### config.mk
export PLATFORM = sky130hd
export DESIGN_NAME = gshare_predictor
export DESIGN_NICKNAME = d
export VERILOG_FILES = /design/src/rtl/gshare_predictor.sv
export SDC_FILE = /design/constraint.sdc
export NUM_CORES = 1
export LEC_CHECK = 0
export CAP_MARGIN = 25
export CORE_UTILIZATION = 32
export CTS_BUF_LIST = sky130_fd_sc_hd__clkbuf_8
export DETAILED_ROUTE_END_ITERATION = 12
export GPL_TIMING_DRIVEN = 0
export RECOVER_POWER = 25
export REMOVE_ABC_BUFFERS = 1
export SETUP_SLACK_MARGIN = 0.5
export SLEW_MARGIN = 20
export SYNTH_ARGS = -nofsm -noshare
export SYNTH_HDL_FRONTEND = slang
export SYNTH_SLANG_ARGS = --single-unit
### constraint.sdc
create_clock -name clk -period 6.4 [get_ports clk]
set_clock_uncertainty 0.15 [all_clocks]
set_input_delay 1.6 -clock clk [delete_from_list [all_inputs] [get_ports clk]]
set_output_delay 1.6 -clock clk [all_outputs]
set_load 0.01 [all_outputs]
### src/rtl/gshare_predictor.sv
// ---------------------------------------------------------------------------
// gshare_predictor
//
// Parametrised gshare conditional-branch predictor for the IF unit.
// A table of 2^INDEX_LEN saturating counters is indexed by the PC word
// address XORed with a global history register (GHR). The GHR shifts in
// each predicted BRANCH direction at fetch and is restored from the
// ROB-supplied snapshot when a committed branch turns out mispredicted.
//
// Ports
//   clk, rst          clock, synchronous active-high reset
//   query_valid       fetch stage presents an instruction this cycle
//   query_pc          PC of the fetched instruction
//   query_inst        fetched instruction word
//   predicted_jump    predict taken (combinational)
//   predicted_imm     sign-extended J-imm for JAL, otherwise B-imm
//   predicted_ghr     GHR used for this prediction (travels to the ROB)
//   upd_valid         ROB commits a conditional branch
//   upd_taken         resolved direction
//   upd_mispredict    resolved direction differs from the prediction
//   upd_pc            PC of the committed branch
//   upd_ghr           predicted_ghr snapshot carried with that branch
//   stat_branches     committed branch count, saturating
//   stat_mispredicts  mispredict count, saturating
// ---------------------------------------------------------------------------
module gshare_predictor #(
    parameter int INDEX_LEN = 8,
    parameter int HIST_LEN  = 8,
    parameter int CNT_WIDTH = 2
) (
    input  logic                clk,
    input  logic                rst,
    input  logic                query_valid,
    input  logic [31:0]         query_pc,
    input  logic [31:0]         query_inst,
    output logic                predicted_jump,
    output logic [31:0]         predicted_imm,
    output logic [HIST_LEN-1:0] predicted_ghr,
    input  logic                upd_valid,
    input  logic                upd_taken,
    input  logic                upd_mispredict,
    input  logic [31:0]         upd_pc,
    input  logic [HIST_LEN-1:0] upd_ghr,
    output logic [31:0]         stat_branches,
    output logic [31:0]         stat_mispredicts
);

    localparam int DEPTH = 1 << INDEX_LEN;

    // Weakly-not-taken: MSB clear, all lower bits set.
    localparam logic [CNT_WIDTH-1:0] CNT_INIT = {1'b0, {(CNT_WIDTH-1){1'b1}}};
    localparam logic [CNT_WIDTH-1:0] CNT_MAX  = {CNT_WIDTH{1'b1}};
    localparam logic [CNT_WIDTH-1:0] CNT_ZERO = {CNT_WIDTH{1'b0}};
    localparam logic [CNT_WIDTH-1:0] CNT_ONE  = {{(CNT_WIDTH-1){1'b0}}, 1'b1};

    localparam logic [6:0] OPC_JAL    = 7'b1101111;
    localparam logic [6:0] OPC_BRANCH = 7'b1100011;

    localparam logic [31:0] STAT_MAX = 32'hFFFF_FFFF;

    // ------------------------------------------------------------------
    // Helper functions
    // ------------------------------------------------------------------

    // Table index: PC word address XOR zero-extended history.
    function automatic logic [INDEX_LEN-1:0] table_index(
        input logic [31:0]         pc,
        input logic [HIST_LEN-1:0] hist
    );
        logic [INDEX_LEN-1:0] hist_ext;
        hist_ext    = INDEX_LEN'(hist);
        table_index = pc[INDEX_LEN+1:2] ^ hist_ext;
    endfunction

    // Shift one outcome into a history value. Appending the bit below the
    // full history and keeping the low HIST_LEN bits also covers HIST_LEN=1.
    function automatic logic [HIST_LEN-1:0] hist_push(
        input logic [HIST_LEN-1:0] hist,
        input logic                outcome
    );
        logic [HIST_LEN:0] wide;
        wide      = {hist, outcome};
        hist_push = wide[HIST_LEN-1:0];
    endfunction

    // Saturating up/down step for one prediction counter.
    function automatic logic [CNT_WIDTH-1:0] cnt_step(
        input logic [CNT_WIDTH-1:0] cnt,
        input logic                 taken
    );
        if (taken) begin
            cnt_step = (cnt == CNT_MAX) ? cnt : cnt + CNT_ONE;
        end else begin
            cnt_step = (cnt == CNT_ZERO) ? cnt : cnt - CNT_ONE;
        end
    endfunction

    // Saturating increment for the 32-bit statistics counters.
    function automatic logic [31:0] stat_inc(
        input logic [31:0] value,
        input logic        enable
    );
        if (enable && (value != STAT_MAX)) begin
            stat_inc = value + 32'd1;
        end else begin
            stat_inc = value;
        end
    endfunction

    // ------------------------------------------------------------------
    // State
    // ------------------------------------------------------------------
    logic [CNT_WIDTH-1:0] table_r [DEPTH];
    logic [HIST_LEN-1:0]  ghr_r;
    logic [31:0]          stat_branches_r;
    logic [31:0]          stat_mispredicts_r;

    logic [INDEX_LEN-1:0] query_idx_s;
    logic [INDEX_LEN-1:0] upd_idx_s;
    logic [6:0]           opcode_s;
    logic                 is_branch_s;
    logic [31:0]          imm_b_s;
    logic [31:0]          imm_j_s;
    logic                 jump_s;
    logic                 recover_s;

    // Bits of the PCs that never reach the index are collected here so
    // they are visibly consumed.
    logic                 unused_s;

    assign unused_s = ^{query_pc[31:INDEX_LEN+2], query_pc[1:0],
                        upd_pc[31:INDEX_LEN+2], upd_pc[1:0]};

    assign query_idx_s = table_index(query_pc, ghr_r);
    assign upd_idx_s   = table_index(upd_pc, upd_ghr);
    assign opcode_s    = query_inst[6:0];
    assign is_branch_s = (opcode_s == OPC_BRANCH);
    assign recover_s   = upd_valid && upd_mispredict;

    assign imm_b_s = {{20{query_inst[31]}}, query_inst[7], query_inst[30:25],
                      query_inst[11:8], 1'b0};
    assign imm_j_s = {{12{query_inst[31]}}, query_inst[19:12], query_inst[20],
                      query_inst[30:21], 1'b0};

    // Direction decode: JAL always taken, BRANCH follows counter MSB.
    // The table read sees the pre-update value even when an update to the
    // same entry is in flight this cycle.
    always_comb begin
        jump_s = 1'b0;
        case (opcode_s)
            OPC_JAL:    jump_s = 1'b1;
            OPC_BRANCH: jump_s = table_r[query_idx_s][CNT_WIDTH-1];
            default:    jump_s = 1'b0;
        endcase
    end

    // Immediate select: J-imm for JAL, B-imm for everything else.
    always_comb begin
        if (opcode_s == OPC_JAL) begin
            predicted_imm = imm_j_s;
        end else begin
            predicted_imm = imm_b_s;
        end
    end

    assign predicted_jump   = jump_s;
    assign predicted_ghr    = ghr_r;
    assign stat_branches    = stat_branches_r;
    assign stat_mispredicts = stat_mispredicts_r;

    // Global history: recovery from the ROB snapshot wins over the
    // speculative shift of a BRANCH fetched in the same cycle.
    always_ff @(posedge clk) begin
        if (rst) begin
            ghr_r <= {HIST_LEN{1'b0}};
        end else if (recover_s) begin
            ghr_r <= hist_push(upd_ghr, upd_taken);
        end else if (query_valid && is_branch_s) begin
            ghr_r <= hist_push(ghr_r, jump_s);
        end else begin
            ghr_r <= ghr_r;
        end
    end

    // Counter table: reset every entry to weakly-not-taken, then train the
    // entry addressed by the committed branch.
    always_ff @(posedge clk) begin
        if (rst) begin
            for (int i = 0; i < DEPTH; i++) begin
                table_r[i] <= CNT_INIT;
            end
        end else if (upd_valid) begin
            table_r[upd_idx_s] <= cnt_step(table_r[upd_idx_s], upd_taken);
        end else begin
            table_r[upd_idx_s] <= table_r[upd_idx_s];
        end
    end

    // Performance statistics, saturating at all-ones.
    always_ff @(posedge clk) begin
        if (rst) begin
            stat_branches_r    <= 32'd0;
            stat_mispredicts_r <= 32'd0;
        end else begin
            stat_branches_r    <= stat_inc(stat_branches_r, upd_valid);
            stat_mispredicts_r <= stat_inc(stat_mispredicts_r, recover_s);
        end
    end

endmodule

### Word-level counts from Yosys, hierarchy flattened

Memories as Yosys holds them, arrays and structs flattened.
Cells that the tools add are included.

| word-level totals | value |
|---|---|
| flip-flop bits (word level) | 72 |
| RAM bits | 512 |
| bits of input ports | 110 |
| word-level logic and storage cells | 44 |
| memories kept | 1 |

| operators by class | value |
|---|---|
| add/sub/neg operators | 4 |
| equality and inequality tests | 5 |
| muxes and demuxes | 21 |
| bitwise logic cells | 3 |
| reduce and logical (&&, ||, !) cells | 7 |

Memory list:

| name | words | bits a word | read ports | clocked after memory_dff | wr ports | line | RTL |
|---|---|---|---|---|---|---|---|
| table_r | 256 | 2 | 2 | 0 | 256 | 113 | `logic [CNT_WIDTH-1:0] table_r [DEPTH];` |

Operators by type and width:

| operator | number |
|---|---|
| adder 32 x 1 -> 32 bit, second input constant | 2 |
| != test 32 bit, second input constant | 2 |
| two-way mux 8 bit | 3 |
| two-way mux 20 bit | 1 |
| XOR 8 bit | 2 |
| == test 7 bit, second input constant | 2 |
| two-way mux 2 bit | 7 |
| two-way mux 1 bit | 9 |
| logical AND 1 bit | 4 |
| adder 2 x 1 -> 2 bit, second input constant | 1 |
| == test 2 bit, second input constant | 1 |
| zero test 2 bit | 1 |
| one-hot mux 1 bit (2 select lines) | 1 |
| nonzero test 2 bit | 1 |
| OR reduction 2 bit | 1 |
| subtractor 2 x 1 -> 2 bit, second input constant | 1 |
| bitwise OR 1 bit | 1 |

### Logic depth before layout (Yosys ltp)

Gate-level depths: netlist of run 1.
An unclocked memory read counts as a cell.

| depth | value |
|---|---|
| word-level depth | 9 |
| depth in mapped cells | 15 |

### Worst setup path after synthesis of run 1

Ideal clock, no wire load.

| path | value |
|---|---|
| kind | input to output |
| start point | input port query_pc[2] |
| end point | output port predicted_jump |
| arrival time | 4.372 ns |
| setup slack | 0.278 ns |
| stages on the path | 9 |
| path buffers | 1 |
| path through | xnor2_1 > buf_2 > mux4_2 > mux4_2 > a22oi_1 > a21oi_1 > a211oi_1 > a21oi_1 > a31o_2 |

| between the ends | value |
|---|---|
| longest elaborated chain between the ends | 3 |

Ends and longest elaborated chain:

| element | line | RTL |
|---|---|---|
| from (decl) | 34 | `input logic [31:0] query_pc,` |
| XOR 8 bit | 72 | `table_index = pc[INDEX_LEN+1:2] ^ hist_ext;` |
| memory read (256 x 2 bit) | n/a |  |
| one-hot mux 1 bit (2 select lines) | 150 | `case (opcode_s)` |
| to (decl) | 36 | `output logic predicted_jump,` |

No other way between the ends.

### Worst setup path after layout of run 1

| path | value |
|---|---|
| start point | input port query_pc[3] |
| end point | output port predicted_jump |

Same word-level chain as after synthesis.

==> impl_metrics.py, run 1 <==
metrics = {
    "min_path": {
        "hold_class": "reg2reg",
        "min_path_cells": 2,
    },
    "floorplanning": {
        "dieHeight_um": 320,
        "rows": 116,
        "die_w_um": 320,
        "initial_core_util_pct": 32.3,
        "ios": 215,
        "core_mm2": 0.100,
        "die_area_mm2": 0.102,
    },
    "setup_path": {
        "critPathMaxStageDelay_ns": 0.63,
        "worstPathRequired_ns": 4.65,
        "cp_cell_sequence": "dlygate4sd2_1 > xor2_4 > buf_12 > buf_16 > buf_16 > mux4_2 > mux4_2 > a22oi_2 > a21oi_1 > a21oi_1 > a21oi_2 > a31o_2 > buf_6",
        "path_max_fanout": 15,
        "slowest_stage": "mux4_2",
        "worst_setup_path_start_kind": "primary input",
        "arrival_ns": 4.53,
        "worstRegToRegCells": 13,
        "crit_path_end_kind": "primary output",
        "worstSetupPathType": "in2out",
    },
    "global_route": {
        "grt_pass1_vias": 24300,
        "antenna_found_initial": 10,
        "grt_max_degree": 100,
        "grt_usage_pct": 20.6,
        "grt-ovfl-total": 0,
        "grt_first_pass_wirelength_um": 158000,
    },
    "placement": {
        "placed_area_mm2": 0.0372,
        "hpwl_um": 74900,
        "placed_cells": 3976,
        "gp_congestion": 0.847,
        "io_buffer_count": 153,
    },
    "sta": {
        "whs_ns": 0.347,
        "rsz0062_at_grt": "yes",
        "worst_pin_slew_ns": 1.63,
        "slew_viol_final": 48,
        "period_minus_slack_ns": 6.28,
        "fin_crit_sh_pct": 98.1,
        "hold_violations": 0,
        "max_freq_mhz": 159,
        "relSlewSlack_pct": -8.96,
        "setup_viol": 0,
    },
    "status": {
        "violations": "capacitance limit, slew limit",
        "status": "complete, but fails checks",
    },
    "clocking": {
        "clk_path_buf_depth": 3,
        "cts_tree": "yes",
        "clk_latency_ns": 0.77,
        "htreeDepth": 3,
        "cts.sinks": 584,
        "cts_hold_buf": 0,
        "cts.clk_slew.worst_paths_ns": 0.06,
        "cts_buffers": 103,
        "clockRootBuffer": "clkbuf_8",
    },
    "routing": {
        "dr.pass1.iters": 6,
        "drt-met1-wl_um": 41900,
        "vias": 24900,
        "wire_per_inst_um": 25.9,
        "wl_um": 109000,
        "drcViolationCount": 0,
        "drtIter0Drc": 2945,
        "drt-vias-per-instance": 5.92,
        "wl_met2_um": 49200,
        "wl_met3_um": 12500,
        "dr.max_layer_used": "met5",
        "detail-route-antenna-nets": 0,
    },
    "logic_synthesis": {
        "syn_avg_cell_area_um2": 12.1,
        "yosysTopAreaCellShare_pct": 47.5,
        "synth_cell_types": 51,
        "synth.ff_latch_count": 584,
        "yosys.area.top_type": "edfxtp_1",
        "syn_inst": 2680,
        "ys_warn_count": 0,
        "ys_seq_area_share_pct": 52.0,
        "synth_area_leaders": "edfxtp_1 (47%), mux4_2 (7.3%), mux2i_1 (6.7%)",
        "syn_area_mm2": 0.0324,
    },
    "final_layout": {
        "layout-drive-gt1-share_pct": 18.5,
        "fill_cells": 9478,
        "area_growth_pct": 22.1,
        "final_area_mm2": 0.0395,
        "layout.cells.non_filler": 4202,
        "fin_nets": 2929,
    },
    "power": {
        "p_per_area_mw_per_mm2": 250,
        "power_uw": 9880,
        "p_leak_uw": 0.0152,
        "peakVddDrop_uv": 154,
    },
    "flow_run": {
        "cap_violations": 4,
    },
}
stage by stage:
step	setup slack [ns]	setup TNS, ns	utilization, %
after floorplan	-11.27	-6382.45	-
after global placement	-34.89	-	33.7
after detailed placement	-1.32	-479.36	37.2
after CTS	0.165	0	39.5
after global routing	0.0637	0	39.4
final	0.120	0	39.4
cell usage in the layout (no fill, tap or decap), drive strengths merged, types with 3 or more instances in the layout:
cell / instances
edfxtp: 512
a21o: 264
and3: 241
mux2i: 218
buf: 212
o211ai: 208
nor2: 176
clkbuf: 122
o22ai: 114
mux4: 105
dlygate4sd3: 77
dfxtp: 72
clkdlybuf4s50: 70
nand2: 61
o21ai: 61
xor2: 57
inv: 48
clkinv: 31
and2: 29
nor4: 27
nand3: 26
xnor2: 25
nor3: 24
nand4: 21
or3: 19
a22oi: 18
a21oi: 16
a211oi: 10
and4: 9
mux2: 5
o41ai: 5
nor2b: 4
clkinvlp: 3
per-layer routing:
| metal | vias to the layer above | global-route usage (%) |
|---|---|---|
| met2 | 1442 | 32.7 |
| met1 | 12400 | 26.1 |
| met3 | 320 | 6.19 |
| met5 | - | 0 |
| met4 | 8 | 8.58 |
| li1 | 10700 | - |
final cells by class:
class / instances / area (um2) / area share, %
Antenna cell: 2 / 5.00 / 0.0127
Clock inverter: 80 / 413 / 1.05
Timing Repair Buffer: 372 / 4810 / 12.2
Tap cell: 1298 / 1620 / 4.11
Multi-Input combinational cell: 1752 / 14300 / 36.2
Inverter: 4 / 15.0 / 0.0380
Clock buffer: 110 / 1510 / 3.83
Sequential cell: 584 / 16800 / 42.6
kinds of logic (layout without fill, tap and decap cells):
logic type | Yosys count | after routing | share of synthesized area (%)
simple gates | 638 | 640 | 10.5
mux | 328 | 328 | 14.2
xor+xnor | 82 | 82 | 2.35
fa+ha+maj | 2 | 2 | 0.0773
flops | 584 | 584 | 52.0
compound gates | 699 | 699 | 15.4
buf+inv | 346 | 566 | 5.48
other cells | 1 | 3 | 0.0116
cells in the mapped netlist (all sizes together):
cell type / number
a211oi: 10
a21o: 264
a21oi: 16
a22oi: 18
a31o: 1
a31oi: 1
a41oi: 1
and2: 29
and3: 241
and4: 9
buf: 139
clkbuf: 203
conb: 1
dfxtp: 72
edfxtp: 512
ha: 2
inv: 4
mux2: 5
mux2i: 218
mux4: 105
nand2: 61
nand2b: 1
nand3: 26
nand4: 21
nor2: 174
nor2b: 4
nor3: 24
nor3b: 2
nor4: 27
o211ai: 208
o21ai: 61
o22ai: 114
o41ai: 5
or3: 19
xnor2: 25
xor2: 57
worst max-delay path: cells and delay by family:
family	cells	cell delay, ns
xor+xnor	1	0.18
compound gates	5	0.86
mux	2	0.96
buf+inv	5	0.90
flip-flops by register name (all words and copies together) (netlist names):
name              flops
table_r             512
stat_branches        32
stat_mispredicts     32
predicted_ghr         8
power by group:
| group | total, uW | switching, uW | internal (uW) |
|---|---|---|---|
| Sequential | 4250 | 44.8 | 4210 |
| Combinational | 2310 | 1440 | 877 |
| Clock | 3310 | 1650 | 1670 |
| Total | 9880 | 3130 | 6750 |
worst paths after layout:
check / start / end / slack (ns)
worst min register to register: stat_mispredicts[31] / stat_mispredicts[31] / 0.35
worst max register to register: table_r[196][0] / table_r[203][0] / 2.44
worst min-delay path: stat_mispredicts[31] / stat_mispredicts[31] / 0.35
worst max-delay path: query_pc[3] / predicted_jump / 0.12
repair_timing:
item | CTS | global route
setup endpoints to repair | 521 | 178
setup buffers | 22 | 9
endpoints found under the hold margin | 0 | 0
resized for setup | 49 | 18
cloned | 0 | 2
pin swaps | 12 | 6
No activity file was read; power rests on OpenSTA's default activity.
==> run 2, diff against run 1 <==
SETUP_SLACK_MARGIN = not set   (was 0.5)
==> run 2 against run 1 <==
  * The flow still finishes with violations (capacitance limit, slew limit)
  * Sequential cell count unchanged
  * Total power decreased by 0.25%
  * Design area decreased by 0.45%
  * Register-to-register slack lost 0.14 ns
  * Sequential power barely moved
  * Combinational power about the same
  * Routed wire length down 0.31%
  * Critical path type is now in2reg
  * Die area unchanged
==> impl_metrics.py, run 2 (synthesis results as in run 1) <==
metrics = {
    "setup_path": {
        "worstPathRequired_ns": 6.86,
        "crit_path_end_kind": "flip-flop",
        "worstSetupPathType": "in2reg",
        "worst_setup_path_start_kind": "primary input",
        "path_max_fanout": 16,
        "arrival_ns": 6.85,
    },
    "final_layout": {
        "fill_cells": 9487,
        "layout_common_cells": "edfxtp_1 (512), a21o_1 (264), and3_1 (241)",
        "area_growth_pct": 21.5,
        "layout-drive-gt1-share_pct": 18.1,
        "top_register": "table_r",
        "fin_nets": 2916,
        "layout_commonest_cell": "edfxtp_1",
        "largest_reg_flops": 512,
        "final_util_pct": 39.3,
        "seqCellArea_mm2": 0.0168,
        "multi_input_area_mm2": 0.0142,
        "final_area_mm2": 0.0393,
    },
    "status": {
        "violations": "capacitance limit, slew limit",
        "status": "complete, but fails checks",
    },
    "sta": {
        "setup_ws_ns": 0.0154,
        "hold_violations": 0,
        "fin_crit_sh_pct": 99.8,
        "slew_viol_final": 28,
        "max_freq_mhz": 157,
        "setup_viol": 0,
        "period_minus_slack_ns": 6.38,
        "rsz0062_at_grt": "no",
        "relSlewSlack_pct": -9.45,
        "worst_pin_slew_ns": 1.64,
    },
    "global_route": {
        "grt-ovfl-total": 0,
        "grt_first_pass_wirelength_um": 158000,
        "grt_pass1_vias": 24200,
        "antenna_found_initial": 11,
        "grt_max_degree": 100,
        "grt_usage_pct": 20.6,
    },
    "placement": {
        "placed_area_mm2": 0.0372,
        "gp_congestion": 0.847,
        "hpwl_um": 74900,
        "io_buffer_count": 153,
        "dp_slack_ns": -1.32,
    },
    "routing": {
        "dr.pass1.iters": 10,
        "wire_per_inst_um": 25.9,
        "wl_um": 109000,
        "drt-vias-per-instance": 5.91,
        "detail-route-antenna-nets": 0,
        "vias": 24800,
        "drtIter0Drc": 2872,
        "drcViolationCount": 0,
    },
    "min_path": {
        "hold_class": "reg2reg",
    },
    "floorplanning": {
        "initial_core_util_pct": 32.3,
        "rows": 116,
        "core_mm2": 0.100,
        "ios": 215,
        "dieHeight_um": 320,
        "die_w_um": 320,
        "die_area_mm2": 0.102,
    },
    "clocking": {
        "cts_tree": "yes",
        "clk_path_buf_depth": 3,
        "cts_hold_buf": 0,
        "clockRootBuffer": "clkbuf_8",
        "cts_buffers": 103,
        "htreeDepth": 3,
        "clk_latency_ns": 0.77,
        "cts.clk_slew.worst_paths_ns": 0.06,
        "cts.sinks": 584,
    },
    "power": {
        "peakVddDrop_uv": 152,
        "p_leak_uw": 0.0151,
        "p_per_area_mw_per_mm2": 251,
    },
    "flow_run": {
        "cap_violations": 3,
    },
}
## run 2: worst paths after layout
kind | startpoint | end | slack, ns | depth (start not counted)
max | upd_ghr[2] | table_r[170][1] | 0.02 | 17
min reg2reg | stat_mispredicts[31] | stat_mispredicts[31] | 0.35 | 2
min | stat_mispredicts[31] | stat_mispredicts[31] | 0.35 | 2
max reg2reg | table_r[122][1] | table_r[173][1] | 2.30 | 13
## run 2: layer usage
| layer | vias up | track usage [%] | part of all wire, % |
|---|---|---|---|
| met5 | - | 0 | 0.049 |
| met4 | 8 | 8.74 | 4.7 |
| met3 | 308 | 6.22 | 12 |
| met2 | 1481 | 32.5 | 45 |
| met1 | 12300 | 26.1 | 38 |
| li1 | 10700 | - | - |
## run 2: worst max-delay path: stages
cell	delay [ns]
dlygate4sd3_1	0.65
xnor2_1	0.41
clkbuf_1	0.45
nand3_2	0.61
buf_16	0.39
o22ai_1	0.21
nor4_2	0.12
o22ai_1	0.23
o21ai_0	0.29
and4_1	0.35
and2_1	0.21
nor4_4	0.36
buf_6	0.20
buf_6	0.17
buf_6	0.17
buf_4	0.23
and3_1	0.17
## run 2: final cells by class
cell class              instances  share of cell area, %
flip-flops and latches        584                   42.8
multi-input cells            1750                   36.2
repair buffers                361                   12.0
well taps                    1298                   4.13
clock buffers                 110                   3.85
clock inverters                80                   1.05
inverters                       4                 0.0382
diodes                          3                 0.0191
## run 2: what timing repair did
| action | 4_1_cts | 5_1_grt |
|---|---|---|
| setup endpoints to repair | 363 | 200 |
| resized for setup | 34 | 7 |
| setup buffers | 15 | 6 |
| pin swaps | 8 | 7 |
## run 2: report_power, final
group | internal, uW | total [uW] | switching (uW)
combinational | 860 | 2280 | 1420
clock | 1670 | 3320 | 1650
sequential | 4210 | 4250 | 45.0
total | 6730 | 9850 | 3120
## run 2: stage by stage
stage | cells | hold slack (ns) | setup TNS [ns] | power (uW)
after global routing | 4188 | 0.379 | 0 | 10100
after global placement | 3789 | 0.333 | - | 6280
final | 4190 | 0.349 | 0 | 9850
after floorplan | 2338 | 0.354 | -6382.45 | 5380
after CTS | 4181 | 0.360 | 0 | 9840
after detailed placement | 3976 | 0.348 | -479.36 | 6500
